### src/rtl/axi4_ic_pkg.sv
`default_nettype none
// ============================================================================
// axi4_ic_pkg : shared types and helpers for the AXI4 interconnect arbiters
// Revision    : 1.0
// ============================================================================
package axi4_ic_pkg;

  localparam int c_axi_len_w = 8;

  typedef enum logic [1:0] {
    IDLE = 2'd0,
    ADDR = 2'd1,
    DATA = 2'd2
  } arb_state_e;

  // A single-master port still needs a 1-bit index.
  function automatic int midx_w(input int n);
    return (n > 1) ? $clog2(n) : 1;
  endfunction

endpackage
`default_nettype wire

### src/rtl/rr_arbiter_core.sv
`default_nettype none
// ============================================================================
// rr_arbiter_core : combinational round-robin pick, ptr has highest priority
// Revision        : 1.0
// ============================================================================
module rr_arbiter_core #(
  parameter int N     = 8,
  parameter int IDX_W = 3
) (
  input  logic [N-1:0]     req,
  input  logic [IDX_W-1:0] ptr,
  output logic [IDX_W-1:0] idx,
  output logic             any
);

  logic [N-1:0]     w_rot;
  logic [IDX_W-1:0] w_pos;
  logic [IDX_W:0]   w_sum;

  // Rotate so bit 0 is the ptr position; the lowest set bit wins.
  assign w_rot = N'({req, req} >> ptr);

  always_comb begin
    w_pos = '0;
    for (int k = N - 1; k >= 0; k--) begin
      if (w_rot[k]) w_pos = IDX_W'(k);
    end
  end

  assign w_sum = {1'b0, ptr} + {1'b0, w_pos};
  assign idx   = (w_sum >= (IDX_W + 1)'(N)) ? IDX_W'(w_sum - (IDX_W + 1)'(N)) : IDX_W'(w_sum);
  assign any   = |req;

endmodule
`default_nettype wire

### src/rtl/axi4_wr_slave_arbiter.sv
`default_nettype none
// ============================================================================
// axi4_wr_slave_arbiter : per-slave AW/W round-robin arbiter with WLAST check
// Revision              : 1.0
// ============================================================================
module axi4_wr_slave_arbiter
  import axi4_ic_pkg::*;
#(
  parameter int NUM_MASTERS = 8,
  parameter int MIDX_W      = midx_w(NUM_MASTERS)
) (
  input  logic                     aclk,
  input  logic                     aresetn,
  input  logic [NUM_MASTERS-1:0]   m_req,
  input  logic [NUM_MASTERS*8-1:0] m_awlen,
  output logic [NUM_MASTERS-1:0]   m_awready,
  output logic                     s_awvalid,
  input  logic                     s_awready,
  input  logic [NUM_MASTERS-1:0]   m_wvalid,
  input  logic [NUM_MASTERS-1:0]   m_wlast,
  output logic [NUM_MASTERS-1:0]   m_wready,
  output logic                     s_wvalid,
  output logic                     s_wlast,
  input  logic                     s_wready,
  output logic                     grant_valid,
  output logic [MIDX_W-1:0]        grant_idx,
  output logic                     wlast_err
);

  localparam logic [MIDX_W-1:0] c_last_idx = MIDX_W'(NUM_MASTERS - 1);

  arb_state_e             r_state;
  logic [MIDX_W-1:0]      r_rr_ptr;
  logic [MIDX_W-1:0]      r_grant_idx;
  logic                   r_grant_valid;
  logic [c_axi_len_w-1:0] r_beat_cnt;
  logic [c_axi_len_w-1:0] r_len_q;
  logic                   r_wlast_err;

  logic [MIDX_W-1:0]      w_pick_idx;
  logic                   w_pick_any;
  logic                   w_aw_hs;
  logic                   w_w_hs;
  logic                   w_last_beat;

  rr_arbiter_core #(
    .N     (NUM_MASTERS),
    .IDX_W (MIDX_W)
  ) u_rr_core (
    .req (m_req),
    .ptr (r_rr_ptr),
    .idx (w_pick_idx),
    .any (w_pick_any)
  );

  assign s_awvalid   = (r_state == ADDR) & m_req[r_grant_idx];
  assign s_wvalid    = (r_state == DATA) & m_wvalid[r_grant_idx];
  assign s_wlast     = (r_state == DATA) & m_wlast[r_grant_idx];
  assign w_aw_hs     = s_awvalid & s_awready;
  assign w_w_hs      = s_wvalid & s_wready;
  assign w_last_beat = (r_beat_cnt == r_len_q);

  always_comb begin
    m_awready = '0;
    m_wready  = '0;
    if (r_state == ADDR) m_awready[r_grant_idx] = s_awready;
    if (r_state == DATA) m_wready[r_grant_idx]  = s_wready;
  end

  // The burst ends on the beat count; WLAST is only checked, never trusted.
  always_ff @(posedge aclk or negedge aresetn) begin
    if (!aresetn) begin
      r_state       <= IDLE;
      r_rr_ptr      <= '0;
      r_grant_idx   <= '0;
      r_grant_valid <= 1'b0;
      r_beat_cnt    <= '0;
      r_len_q       <= '0;
      r_wlast_err   <= 1'b0;
    end else begin
      r_wlast_err <= 1'b0;
      case (r_state)
        IDLE: begin
          if (w_pick_any) begin
            r_grant_idx   <= w_pick_idx;
            r_grant_valid <= 1'b1;
            r_state       <= ADDR;
          end
        end
        ADDR: begin
          if (w_aw_hs) begin
            r_len_q    <= m_awlen[int'(r_grant_idx) * c_axi_len_w +: c_axi_len_w];
            r_beat_cnt <= '0;
            r_state    <= DATA;
          end
        end
        DATA: begin
          if (w_w_hs) begin
            r_beat_cnt  <= r_beat_cnt + c_axi_len_w'(1);
            r_wlast_err <= (s_wlast != w_last_beat);
            if (w_last_beat) begin
              r_state       <= IDLE;
              r_grant_valid <= 1'b0;
              r_rr_ptr      <= (r_grant_idx == c_last_idx) ? '0 : r_grant_idx + MIDX_W'(1);
            end
          end
        end
        default: r_state <= IDLE;
      endcase
    end
  end

  assign grant_valid = r_grant_valid;
  assign grant_idx   = r_grant_idx;
  assign wlast_err   = r_wlast_err;

endmodule
`default_nettype wire
### config.mk
export PLATFORM = sky130hd
export DESIGN_NAME = axi4_wr_slave_arbiter
export DESIGN_NICKNAME = d
export VERILOG_FILES = /design/src/rtl/axi4_ic_pkg.sv /design/src/rtl/rr_arbiter_core.sv /design/src/rtl/axi4_wr_slave_arbiter.sv
export SDC_FILE = /design/constraint.sdc
export NUM_CORES = 1
export LEC_CHECK = 0
export CAP_MARGIN = 10
export CORE_AREA = 8 8 87 89
export CTS_CLUSTER_DIAMETER = 60
export CTS_CLUSTER_SIZE = 40
export DETAILED_ROUTE_END_ITERATION = 10
export DIE_AREA = 0 0 95 97
export PLACE_DENSITY = 0.86
export SKIP_LAST_GASP = 1
export SLEW_MARGIN = 5
export SYNTH_ARGS = -nofsm -noshare
export SYNTH_HDL_FRONTEND = slang
export SYNTH_SLANG_ARGS = --single-unit
### constraint.sdc
create_clock -name aclk -period 6.2 [get_ports aclk]
set_input_delay 1.86 -clock aclk [delete_from_list [all_inputs] [get_ports aclk]]
set_output_delay 1.86 -clock aclk [all_outputs]
set_load 0.02 [all_outputs]
# == Word level (Yosys, flattened, before mapping) ==
# Index checks and enable logic that the tools add are counted.
# totals
ff_bits,26
output_inout_bits,24
elab_cells,77
# op_classes
n_addsub,4
n_lt_le_gt_ge,3
n_eq_ne,9
shift,2
muxes,34
n_bitwise,7
n_reduce_logical,11
# ops
cell,n
64-bit by 7-bit variable part select with 8-bit output,1
8-bit two-way mux,4
3-bit two-way mux,10
8-bit bitwise AND,2
8-bit one-hot mux with 2 select lines,1
16-bit by 3-bit >> shifter with 8-bit output,1
1-bit binary-select mux with 3-bit select,3
1-bit two-way mux,9
8-bit by 1-bit adder with 8-bit output (second input constant),1
8-bit == test,1
2-bit two-way mux,4
4-bit AND reduction,2
8-bit OR reduction,1
2-bit != test (second input constant),3
2-bit one-hot mux with 3 select lines,1
3-bit AND reduction,2
1-bit bitwise AND,5
3-bit by 3-bit adder with 4-bit output,1
4-bit greater-or-equal comparator (second input constant),1
3-bit by 4-bit less-than comparator with 1-bit output (second input constant),1
2-bit AND reduction,2
2-bit nonzero test,2
3-bit by 1-bit adder with 3-bit output (second input constant),1
1-bit demux with 3-bit select,1
10 further kinds,10

# == Depth between registers and ports, before layout ==
# Gate-level depths: netlist (run 1).
# logic_depth
depth_word,12
depth_mapped,14
mapped_depth_nobuf,12

# == Hierarchy ==
# From an unflattened synthesis (run 1), not the netlist that was laid out.
# unflattened
hier_cells,272
area_unflattened_um2,2556.2
# by_module_without_submodules
module,instances,cells_per_inst,area_each_um2,seq_area_each_um2
axi4_wr_slave_arbiter,1,230,2078.2,650.6
rr_arbiter_core,1,42,478.0,0.0

# == Worst setup path before layout (run 1) ==
# Ideal clock, no wire load.
# synth_path
kind,input port to output port
from,in m_req[0]
to,out s_awvalid
arrival_ns,3.150
slack_ns,1.190
stages,5
path_cell_list,buf_2 > or4b_1 > o211ai_2 > nor2_1 > nor3b_1
# synth_via
elab_chain_cells,3
# synth_lines
element,line_no,text
"start, declared",axi4_wr_slave_arbiter.sv:14,"input logic [NUM_MASTERS-1:0] m_req,"
1-bit binary-select mux with 3-bit select,axi4_wr_slave_arbiter.sv:56,assign s_awvalid = (r_state == ADDR) & m_req[r_grant_idx];
1-bit two-way mux (implied by the code),axi4_wr_slave_arbiter.sv:56,
1-bit bitwise AND,axi4_wr_slave_arbiter.sv:56,
"end, declared",axi4_wr_slave_arbiter.sv:17,"output logic s_awvalid,"
# Every way passes these cells. The select of a mux whose other input is x is not followed.

# == Worst setup path in the final report (run 1) ==
# layout_path
from,in m_req[5]
to,out s_awvalid
# The elaborated chain is that of the path after synthesis.

==> results of run 1 <==
-- power by group --
group | switching, mW | total (mW) | internal, mW
Sequential | 0.111 | 0.327 | 0.216
Combinational | 0.441 | 0.839 | 0.398
Clock | 0.0554 | 0.142 | 0.0864
Total | 0.607 | 1.31 | 0.701
-- layout make-up --
cell class	instances	area (um^2)
Clock buffer	3	41.3
Clock inverter	1	30.0
Fill cell	503	2100
Inverter	16	60.1
Multi-Input combinational cell	272	2020
Sequential cell	26	651
Tap cell	77	96.3
Timing Repair Buffer	122	1200
-- path summary, 6_finish.rpt --
kind,end,slack (ns)
setup / recovery,s_awvalid,0.47
hold / removal,r_len_q[4],0.52
setup reg to reg,grant_idx[2],3.15
hold reg to reg,r_len_q[4],0.52
max in group asynchronous,r_len_q[1],4.00
min in group asynchronous,wlast_err,1.96
-- cells by family after synthesis --
logic type      share of synthesized area, %
simple gates                            22.7
flops                                   22.6
compound gates                          23.0
mux                                     19.3
xor+xnor                                2.74
buf+inv                                 7.22
fa+ha+maj                               2.43
-- worst max-delay path, stage by stage --
cell,delay [ns]
clkdlybuf4s50_1,0.64
mux2i_1,0.15
o221ai_2,0.27
nor2_1,0.09
nor3b_1,0.21
clkdlybuf4s50_1,0.65
-- registers in the layout (all words and copies together) (netlist names) --
signal,flops
r_beat_cnt,8
r_len_q,8
grant_idx,3
r_rr_ptr,3
r_state,2
grant_valid,1
wlast_err,1
-- layer usage --
layer / track usage, % / vias up / wire, um
met1: 24.5 / 1456 / 4030
met5: 0 / - / 0
met4: 9.62 / 0 / 342
met3: 4.64 / 26 / 878
li1: - / 1453 / -
met2: 37.1 / 137 / 4860
-- synth_stat cells, drive strengths merged (7+ instances only) --
| cell | number |
|---|---|
| nand2 | 30 |
| xnor2 | 9 |
| nor2 | 33 |
| mux2 | 19 |
| dfrtp | 26 |
| inv | 16 |
| a221oi | 10 |
| a21oi | 15 |
| o21ai | 13 |
| buf | 19 |
| mux2i | 28 |
| nor3 | 10 |
| nand2b | 16 |
| a211oi | 7 |
-- through the flow --
stage | instances | setup slack (ns) | utilization (%) | cell area (um^2)
final | 517 | 0.468 | 66.1 | 4100
after floorplan | 338 | 1.19 | - | 2880
after CTS | 517 | 0.447 | 66.1 | 4100
after global routing | 517 | 0.304 | 66.1 | 4100
after detailed placement | 513 | 0.459 | 65.0 | 4030
after global placement | 513 | 0.459 | 65.0 | 4030
==> results by group, run 1 <==
Outcome
  – Status: completed

Layout
  – Commonest non-fill, non-tap cells in the layout: 115 x clkdlybuf4s50_1, 33 x nor2_1, 29 x nand2_1, 28 x mux2i_1, 26 x dfrtp_1
  – Number of diodes: 0
  – Commonest non-fill, non-tap cell in the layout: clkdlybuf4s50_1
  – Layout cells sized above 1: approximately a tenth
  – Area grow syn2layout: 42.5%
  – Nets: 538

Synth
  – Synth unique cells: slightly below 70
  – Synth async-reset ratio: between 90% and 100%
  – Post-synth top area share: 22.6%
  – Synth area leader: dfrtp_1
  – Yosys reg bits: 26
  – Synth warn: 0
  – Post-Syn Area: about 0.0029 mm^2
  – Syn_area_per_cell: approximately 8.5 um^2
  – Synth area leaders: dfrtp_1 23%, mux2i_1 9.7%, mux2_2 4.7%, nor2_1 4.3%, nand2_1 3.8%
  – Post-synthesis sequential area ratio: 22.6%
  – Synth Flop Type: dfrtp_1
  – EDFF count, synth: 0
  – Mapped Cells: 338
  – Syn nets: approximately 440

Placement
  – IO Port Bufs: around 120
  – Dpl hpwl: ~8100 um
  – GPL Wtd Cong: a little over 1

Route
  – 1st-iter DRT viols: 150
  – DRC Markers: 0
  – Pre-antenna DRT Iters: 4
  – Wirelength per Cell: slightly below 20 um
  – Final WL: between 10,000 and 15,000 um
  – Remaining antenna violation count: 0
  – DR vias: between 3,000 and 4,000
  – Via-per-instance ratio: 5.94

STA
  – Slew headroom: 50.4%
  – Final setup violating endpoints: 0
  – Slew Viols, Final: 0
  – Worst-margin pin slew: approximately 0.74 ns
  – Worst Hold Slack: between 0.5 and 0.6 ns
  – Final period util: about 90%
  – Hold Fails Final Rpt: 0
  – Minimum clock period: between 5 and 6 ns
  – Setup tns final: 0 ns
  – Clk_skew: between 0.001 and 0.0015 ns
  – FMAX: about 0.17 GHz
  – RSZ-0062 raised after global routing: no

Clock network
  – Clock Pin Slew Worst Setup and Hold Paths: about 0.090 ns
  – CTS Buf Count: 3
  – CTS H-Tree Depth: 1
  – Maximum root-to-sink buffer count: 2
  – # Post-CTS Setup Buffers: 0
  – Worst skew pair latency: between 0.2 and 0.3 ns
  – Clk root buf: clkbuf_8
  – CTS tree: yes
  – Post-cts repair resize count: 0
  – Post-CTS Hold Buffers: 0
  – Clock tree sinks: 26

Worst setup path
  – Crit path kind: in -> out
  – Worst flop-to-flop path startpoint: r_rr_ptr[1]
  – Worst setup EP type: output pin
  – Critical Path AT: about 3.9 ns
  – R2R cell count: 11
  – CP Max Fanout: 10
  – Setup crit start: m_req[5]
  – Crit path required time: 4.34 ns
  – Startpoint Class: input port

GRT
  – Total GRT Usage: a little over a fifth
  – Largest net degree at the start of global routing: 29
  – Global-route wire length before repair: around 16,000 um
  – Antenna violations before repair: 0
  – Gr ovfl total: 0
  – Vias in the first global route: 3,153

Floorplan
  – CORE AREA: about 0.0062 mm^2
  – I/O pin count: ~120
  – Chip height: 97 um
  – Row cnt: 29
  – Die Wd: between 90 and 100 um
  – Die area: 0.00922 mm^2
  – Initial Util: between 40 and 50%

Power and ir drop
  – Tot Pwr: roughly 1.3 mW
  – Max VDD drop: 0.185 mV
  – PwrDens: 319 mW/mm^2
  – LEAKAGE: between 1.5 and 2 nW

Worst hold path
  – Worst hold path type: reg -> reg
  – Hold path depth: 2
  – Worst Min Path Start: r_len_q[4]

Flow run
  – Max-Cap Viols: 0
No activity file was read; power rests on OpenSTA's default activity.
==> inputs of run 2 (changes only) <==
--- a/config.mk
+++ b/config.mk
@@ -6,12 +6,12 @@
 export NUM_CORES = 1
 export LEC_CHECK = 0
 export CAP_MARGIN = 10
-export CORE_AREA = 8 8 87 89
+export CORE_AREA = 8 8 90 92
 export CTS_CLUSTER_DIAMETER = 60
 export CTS_CLUSTER_SIZE = 40
 export DETAILED_ROUTE_END_ITERATION = 10
-export DIE_AREA = 0 0 95 97
-export PLACE_DENSITY = 0.86
+export DIE_AREA = 0 0 98 100
+export PLACE_DENSITY = 0.8
 export SKIP_LAST_GASP = 1
 export SLEW_MARGIN = 5
 export SYNTH_ARGS = -nofsm -noshare
==> constraint.sdc (replaced) <==
create_clock -name aclk -period 5.8 [get_ports aclk]
set_input_delay 1.74 -clock aclk [delete_from_list [all_inputs] [get_ports aclk]]
set_output_delay 1.74 -clock aclk [all_outputs]
set_load 0.02 [all_outputs]
==> run 2 against run 1 <==
Effect of this change: clock skew rose by 0.0057 ns; core utilization is 4.0 points lower; clock power is 9% higher; first-iteration DRC count shrank 4.0%; sequential power grew 6.7%; routed wire length grew 0.78%; register-to-register slack got worse by 0.46 ns; count of clock-buffer cells in the layout unchanged; combinational power increased by 6.3%; largest cell class unchanged; largest power group unchanged.
==> results by group, run 2 (synthesis gave the netlist of run 1 again) <==
Outcome
  – Status: completed (unchanged)

Layout
  – FILL cells: 568 (was 503)
  – Commonest non-fill, non-tap cell in the layout: clkdlybuf4s50_1 (unchanged)
  – Area grow syn2layout: 43.4% (was 42.5%)
  – Layout cells sized above 1: 9.93% (was 9.32%)
  – Largest registers: r_beat_cnt x8, r_len_q x8 (unchanged)
  – Commonest non-fill, non-tap cells in the layout: 115 x clkdlybuf4s50_1, 33 x nor2_1, 29 x nand2_1, 28 x mux2i_1, 26 x dfrtp_1 (unchanged)
  – Post-route cell area: 0.00413 mm^2 (was 0.00410 mm^2)
  – Multi-input gate area: 0.00202 mm^2 (unchanged)
  – Sequential Area: 651 um^2 (unchanged)
  – Number of diodes: 0 (unchanged)
  – Nets: 541 (was 538)

Power and ir drop
  – PwrDens: 338 mW/mm^2 (was 319 mW/mm^2)
  – Max VDD drop: 0.146 mV (was 0.185 mV)
  – LEAKAGE: 1.59 nW (was 1.58 nW)

Floorplan
  – I/O pin count: 116 (unchanged)
  – Initial Util: 43.3% (was 46.4%)
  – Die Wd: 98 um (was 95 um)
  – Row cnt: 30 (was 29)
  – Die area: 0.00980 mm^2 (was 0.00922 mm^2)
  – Chip height: 100 um (was 97 um)
  – CORE AREA: 0.00664 mm^2 (was 0.00620 mm^2)

Clock network
  – Maximum root-to-sink buffer count: 2 (unchanged)
  – CTS tree: yes (unchanged)
  – Clock Pin Slew Worst Setup and Hold Paths: 0.09 ns (about the same)
  – Worst skew pair latency: 0.28 ns (was 0.27 ns)
  – Clock tree sinks: 26 (unchanged)
  – # Post-CTS Setup Buffers: 0 (unchanged)
  – Post-CTS Hold Buffers: 0 (unchanged)
  – Clk root buf: clkbuf_8 (unchanged)
  – CTS Buf Count: 3 (unchanged)
  – Post-cts repair resize count: 0 (unchanged)
  – CTS H-Tree Depth: 1 (unchanged)

Route
  – DRC Markers: 0 (unchanged)
  – DR vias: 3,098 (was 3,072)
  – 1st-iter DRT viols: 144 (was 150)
  – Pre-antenna DRT Iters: 4 (unchanged)
  – Wirelength per Cell: 19.5 um (was 19.6 um)
  – Via-per-instance ratio: 5.92 (was 5.94)
  – Final WL: 10,200 um (was 10,100 um)
  – Remaining antenna violation count: 0 (unchanged)

Worst setup path
  – Crit-path cells: clkdlybuf4s50_1 > or4b_1 > o211ai_2 > nor2_1 > nor3b_1 > clkdlybuf4s50_1 (was clkdlybuf4s50_1 > mux2i_1 > o221ai_2 > nor2_1 > nor3b_1 > clkdlybuf4s50_1)
  – CP Max Fanout: 2 (was 10)
  – Worst setup EP type: output pin (unchanged)
  – Delay of the slowest critical-path stage: 0.66 ns (was 0.65 ns)
  – Crit path required time: 4.06 ns (was 4.34 ns)
  – Startpoint Class: input port (unchanged)
  – Buffers plus inverters on the worst setup path: 2 (unchanged)
  – CP delay by family, top: buffers and inverters (unchanged)
  – Slowest CP cell: clkdlybuf4s50_1 (unchanged)
  – Critical Path AT: 3.77 ns (was 3.87 ns)
  – CP most frequent cell: clkdlybuf4s50_1 (unchanged)
  – Crit path kind: in -> out (unchanged)

GRT
  – Largest net degree at the start of global routing: 27 (was 29)
  – Antenna violations before repair: 0 (unchanged)
  – Gr ovfl total: 0 (unchanged)
  – Total GRT Usage: 20.9% (was 21.5%)
  – Vias in the first global route: 3,217 (was 3,153)
  – Global-route wire length before repair: 16,500 um (was 16,000 um)

STA
  – RSZ-0062 raised after global routing: no (unchanged)
  – Hold Fails Final Rpt: 0 (unchanged)
  – Final setup violating endpoints: 0 (unchanged)
  – Final period util: between 90% and 100%
  – Worst-margin pin slew: 0.937 ns (was 0.744 ns)
  – Slew headroom: 37.5% (was 50.4%)
  – Minimum clock period: about 5.5 ns
  – Clk_skew: 0.00700 ns (was 0.00129 ns)
  – Slew Viols, Final: 0 (unchanged)
  – FMAX: between 0.15 and 0.2 GHz
  – Setup tns final: 0 ns (unchanged)

Placement
  – GPL Wtd Cong: 0.892 (was 1.01)
  – IO Port Bufs: 115 (unchanged)
  – Dpl hpwl: 8110 um (was 8070 um)
  – Placed Area: 0.00406 mm^2 (was 0.00403 mm^2)

Flow run
  – Max-Cap Viols: 0 (unchanged)

Worst hold path
  – Worst hold path type: reg -> reg (unchanged)
[run 2: changes by cell type in the layout (fill, tap and decap cells not counted), sizes merged]
| cell | delta |
|---|---|
| buf | +3 |
[run 2: worst paths after layout]
check	endpoint	slack (ns)	depth (start not counted)	from
hold reg to reg	r_len_q[3]	0.52	1	r_len_q[3]
setup / recovery	s_awvalid	0.29	6	m_req[0]
hold / removal	r_len_q[3]	0.52	1	r_len_q[3]
setup reg to reg	grant_idx[2]	2.69	11	r_rr_ptr[1]
max in group asynchronous	r_len_q[2]	3.71	2	aresetn
min in group asynchronous	r_len_q[4]	1.83	2	aresetn
[run 2: cell type report]
type	count	share of cell area [%]
flip-flops and latches	26	15.8
inverters	16	1.45
clock inverters	1	0.727
multi-input cells	272	48.9
clock buffers	3	1.00
well taps	80	2.42
repair buffers	125	29.7
[run 2: metal layers]
layer,track usage [%],wire (um),vias to the layer above
li1,-,-,1466
met1,23.2,4190,1497
met2,39.3,5180,116
met5,0,0,-
met4,7.43,276,0
met3,3.46,544,19
[run 2: where the power goes]
part	internal [mW]	switching (mW)
registers	0.231	0.118
clock network	0.0925	0.0623
logic	0.427	0.465
total	0.751	0.645
[run 2: per-stage QoR]
step | power [mW] | setup WS [ns] | util [%] | instances | hold WS [ns]
after floorplan | 0.984 | 1.03 | - | 338 | 0.470
after global placement | 1.23 | 0.268 | 61.1 | 519 | 0.490
after detailed placement | 1.25 | 0.296 | 61.1 | 519 | 0.500
after CTS | 1.40 | 0.276 | 62.1 | 523 | 0.521
after global routing | 1.51 | 0.200 | 62.1 | 523 | 0.540
final | 1.40 | 0.293 | 62.1 | 523 | 0.517
[run 2: worst reg2reg max path, cell delays in order (launching register included)]
cell and delay, ns:
dfrtp_1 0.75, mux2_2 0.45, a221oi_1 0.23, nor2_1 0.07, o32ai_1 0.18, a22o_1 0.20
ha_1 0.13, inv_1 0.05, fa_1 0.40, or3_1 0.37, o32a_1 0.17, nand3_1 0.07
==> inputs of run 3 (changes only) <==
--- a/config.mk
+++ b/config.mk
@@ -6,12 +6,12 @@
 export NUM_CORES = 1
 export LEC_CHECK = 0
 export CAP_MARGIN = 10
-export CORE_AREA = 8 8 90 92
+export CORE_AREA = 8 8 94 96
 export CTS_CLUSTER_DIAMETER = 60
 export CTS_CLUSTER_SIZE = 40
 export DETAILED_ROUTE_END_ITERATION = 10
-export DIE_AREA = 0 0 98 100
-export PLACE_DENSITY = 0.8
+export DIE_AREA = 0 0 102 104
+export PLACE_DENSITY = 0.74
 export SKIP_LAST_GASP = 1
 export SLEW_MARGIN = 5
 export SYNTH_ARGS = -nofsm -noshare
==> run 3 against run 2 <==
Effect of this change: clock skew is 0.0057 ns lower; die area up 8.2%; first-iteration DRC count fell by 28%; global-route usage fell by 2.6 points; maximum frequency is 0.52% higher; clock power shrank 38%; power down 3.9%; flip-flop and latch count unchanged; design area about the same; combinational power grew 0.6%; sequential share of layout area hardly changed; core utilization down 6.7 points; highest routed layer unchanged.
==> results by group, run 3 (synthesis gave the netlist of run 1 again) <==
Outcome
  – Status: completed (unchanged)

Route
  – DRC Markers: 0 (unchanged)
  – Final WL: 9940 um (was 10,200 um)
  – Highest routing layer actually used: met4 (unchanged)
  – Via-per-instance ratio: 5.52 (was 5.92)
  – Met3 WL: 647 um (was 544 um)
  – Pre-antenna DRT Iters: 4 (unchanged)
  – DR vias: 3,002 (was 3,098)
  – Wl on met1: 4030 um (was 4190 um)
  – Wirelength per Cell: 18.3 um (was 19.5 um)
  – Remaining antenna violation count: 0 (unchanged)
  – 1st-iter DRT viols: 103 (was 144)
  – DR WL met2: 5100 um (was 5180 um)

Worst setup path
  – Startpoint Class: input port (unchanged)
  – CP most frequent cell: clkdlybuf4s50_1 (unchanged)
  – Worst setup EP type: output pin (unchanged)
  – Critical Path AT: 3.74 ns (was 3.77 ns)
  – Crit path kind: in -> out (unchanged)
  – R2R cell count: 11 (unchanged)
  – Delay of the slowest critical-path stage: 0.66 ns (about the same)
  – Slowest CP cell: clkdlybuf4s50_1 (unchanged)
  – Crit path required time: 4.06 ns (about the same)
  – CP Max Fanout: 2 (unchanged)
  – Crit-path cells: clkdlybuf4s50_1 > or4b_1 > o211ai_2 > nor2_1 > nor3b_1 > clkdlybuf4s50_1 (unchanged)

Clock network
  – CTS H-Tree Depth: 1 (unchanged)
  – Worst skew pair latency: 0.26 ns (was 0.28 ns)
  – # Post-CTS Setup Buffers: 0 (unchanged)
  – CTS tree: yes (unchanged)
  – CTS Buf Count: 3 (unchanged)
  – Post-cts repair resize count: 0 (unchanged)
  – Clock tree sinks: 26 (unchanged)
  – Clock Pin Slew Worst Setup and Hold Paths: 0.08 ns (was 0.09 ns)
  – Post-CTS Hold Buffers: 0 (unchanged)
  – Clk root buf: clkbuf_8 (unchanged)
  – Maximum root-to-sink buffer count: 2 (unchanged)

Floorplan
  – Row cnt: 32 (was 30)
  – CORE AREA: 0.00745 mm^2 (was 0.00664 mm^2)
  – Chip height: 104 um (was 100 um)
  – I/O pin count: 116 (unchanged)
  – Initial Util: 38.6% (was 43.3%)
  – Die Wd: 102 um (was 98 um)
  – Die area: 0.0106 mm^2 (was 0.00980 mm^2)

GRT
  – Gr ovfl total: 0 (unchanged)
  – Largest net degree at the start of global routing: 29 (was 27)
  – Antenna violations before repair: 0 (unchanged)
  – Total GRT Usage: 18.3% (was 20.9%)
  – Vias in the first global route: 3,044 (was 3,217)
  – Global-route wire length before repair: 15,800 um (was 16,500 um)

STA
  – Slew Viols, Final: 0 (unchanged)
  – Setup tns final: 0 ns (unchanged)
  – Worst-margin pin slew: 0.891 ns (was 0.937 ns)
  – Minimum clock period: 5.48 ns (was 5.51 ns)
  – FMAX: 0.183 GHz (was 0.182 GHz)
  – Clk_skew: 0.00129 ns (was 0.00700 ns)
  – RSZ-0062 raised after global routing: no (unchanged)
  – Slew headroom: 40.6% (was 37.5%)
  – Final setup violating endpoints: 0 (unchanged)
  – Hold Fails Final Rpt: 0 (unchanged)
  – Final period util: 94.5% (was 94.9%)

Placement
  – IO Port Bufs: 115 (unchanged)
  – Placed Instances: 541 (was 519)
  – GPL Wtd Cong: 0.877 (was 0.892)
  – Dpl hpwl: 7960 um (was 8110 um)

Layout
  – Multi-input gate area: 0.00202 mm^2 (unchanged)
  – Nets: 541 (unchanged)
  – Commonest non-fill, non-tap cells in the layout: 115 x clkdlybuf4s50_1, 33 x nor2_1, 29 x nand2_1, 28 x mux2i_1, 26 x dfrtp_1 (unchanged)
  – FILL cells: 721 (was 568)
  – Commonest non-fill, non-tap cell in the layout: clkdlybuf4s50_1 (unchanged)
  – Number of diodes: 0 (unchanged)
  – Largest registers: r_beat_cnt x8, r_len_q x8 (unchanged)
  – Finished Layout Cells: 544 (was 523)
  – Area grow syn2layout: 43.3% (was 43.4%)
  – Sequential Area: 651 um^2 (unchanged)
  – Layout cells sized above 1: 9.73% (was 9.93%)

Power and ir drop
  – Max VDD drop: 0.150 mV (was 0.146 mV)
  – LEAKAGE: 1.58 nW (was 1.59 nW)
  – PwrDens: 325 mW/mm^2 (was 338 mW/mm^2)

Worst hold path
  – Worst hold path type: reg -> reg (unchanged)
  – Hold path depth: 1 (unchanged)

Flow run
  – Max-Cap Viols: 0 (unchanged)
## run 3: critical path, delay by kind of cell
family / cells / cell delay [ns]
buf+inv: 2 / 1.13
simple gates: 3 / 0.76
compound gates: 1 / 0.12
## run 3: layer usage
metal / GRT usage (%) / vias up
met5: 0 / -
li1: - / 1459
met3: 3.41 / 17
met2: 33.9 / 118
met4: 3.36 / 0
met1: 20.9 / 1408
## run 3: cell type report
type | count | share of cell area [%]
Inverter | 16 | 1.46
Timing Repair Buffer | 125 | 29.7
Multi-Input combinational cell | 272 | 49.0
Tap cell | 102 | 3.09
Clock buffer | 3 | 1.00
Sequential cell | 26 | 15.8
## run 3: final timing paths
path	startpoint	slack, ns	to
max	m_req[0]	0.32	s_awvalid
min	r_len_q[3]	0.52	r_len_q[3]
max reg2reg	r_rr_ptr[1]	2.74	grant_idx[2]
min reg2reg	r_len_q[3]	0.52	r_len_q[3]
max in group asynchronous	aresetn	3.71	r_beat_cnt[4]
min in group asynchronous	aresetn	1.85	r_beat_cnt[3]
## run 3: through the flow
step | util [%] | total power, mW | hold slack (ns) | worst slack (ns) | instance area, um^2
2_1_floorplan | - | 0.984 | 0.470 | 1.03 | 2880
3_3_place_gp | 54.8 | 1.23 | 0.499 | 0.292 | 4080
3_5_place_dp | 54.8 | 1.25 | 0.509 | 0.335 | 4080
4_1_cts | 55.4 | 1.35 | 0.528 | 0.307 | 4130
5_1_grt | 55.4 | 1.45 | 0.553 | 0.238 | 4130
6_report | 55.4 | 1.34 | 0.516 | 0.322 | 4130
## run 3: power breakdown
group	leakage (nW)	total, mW	switching [mW]	internal [mW]
clock network	0.0216	0.0955	0.0491	0.0464
logic	1.23	0.897	0.470	0.427
registers	0.330	0.349	0.117	0.231
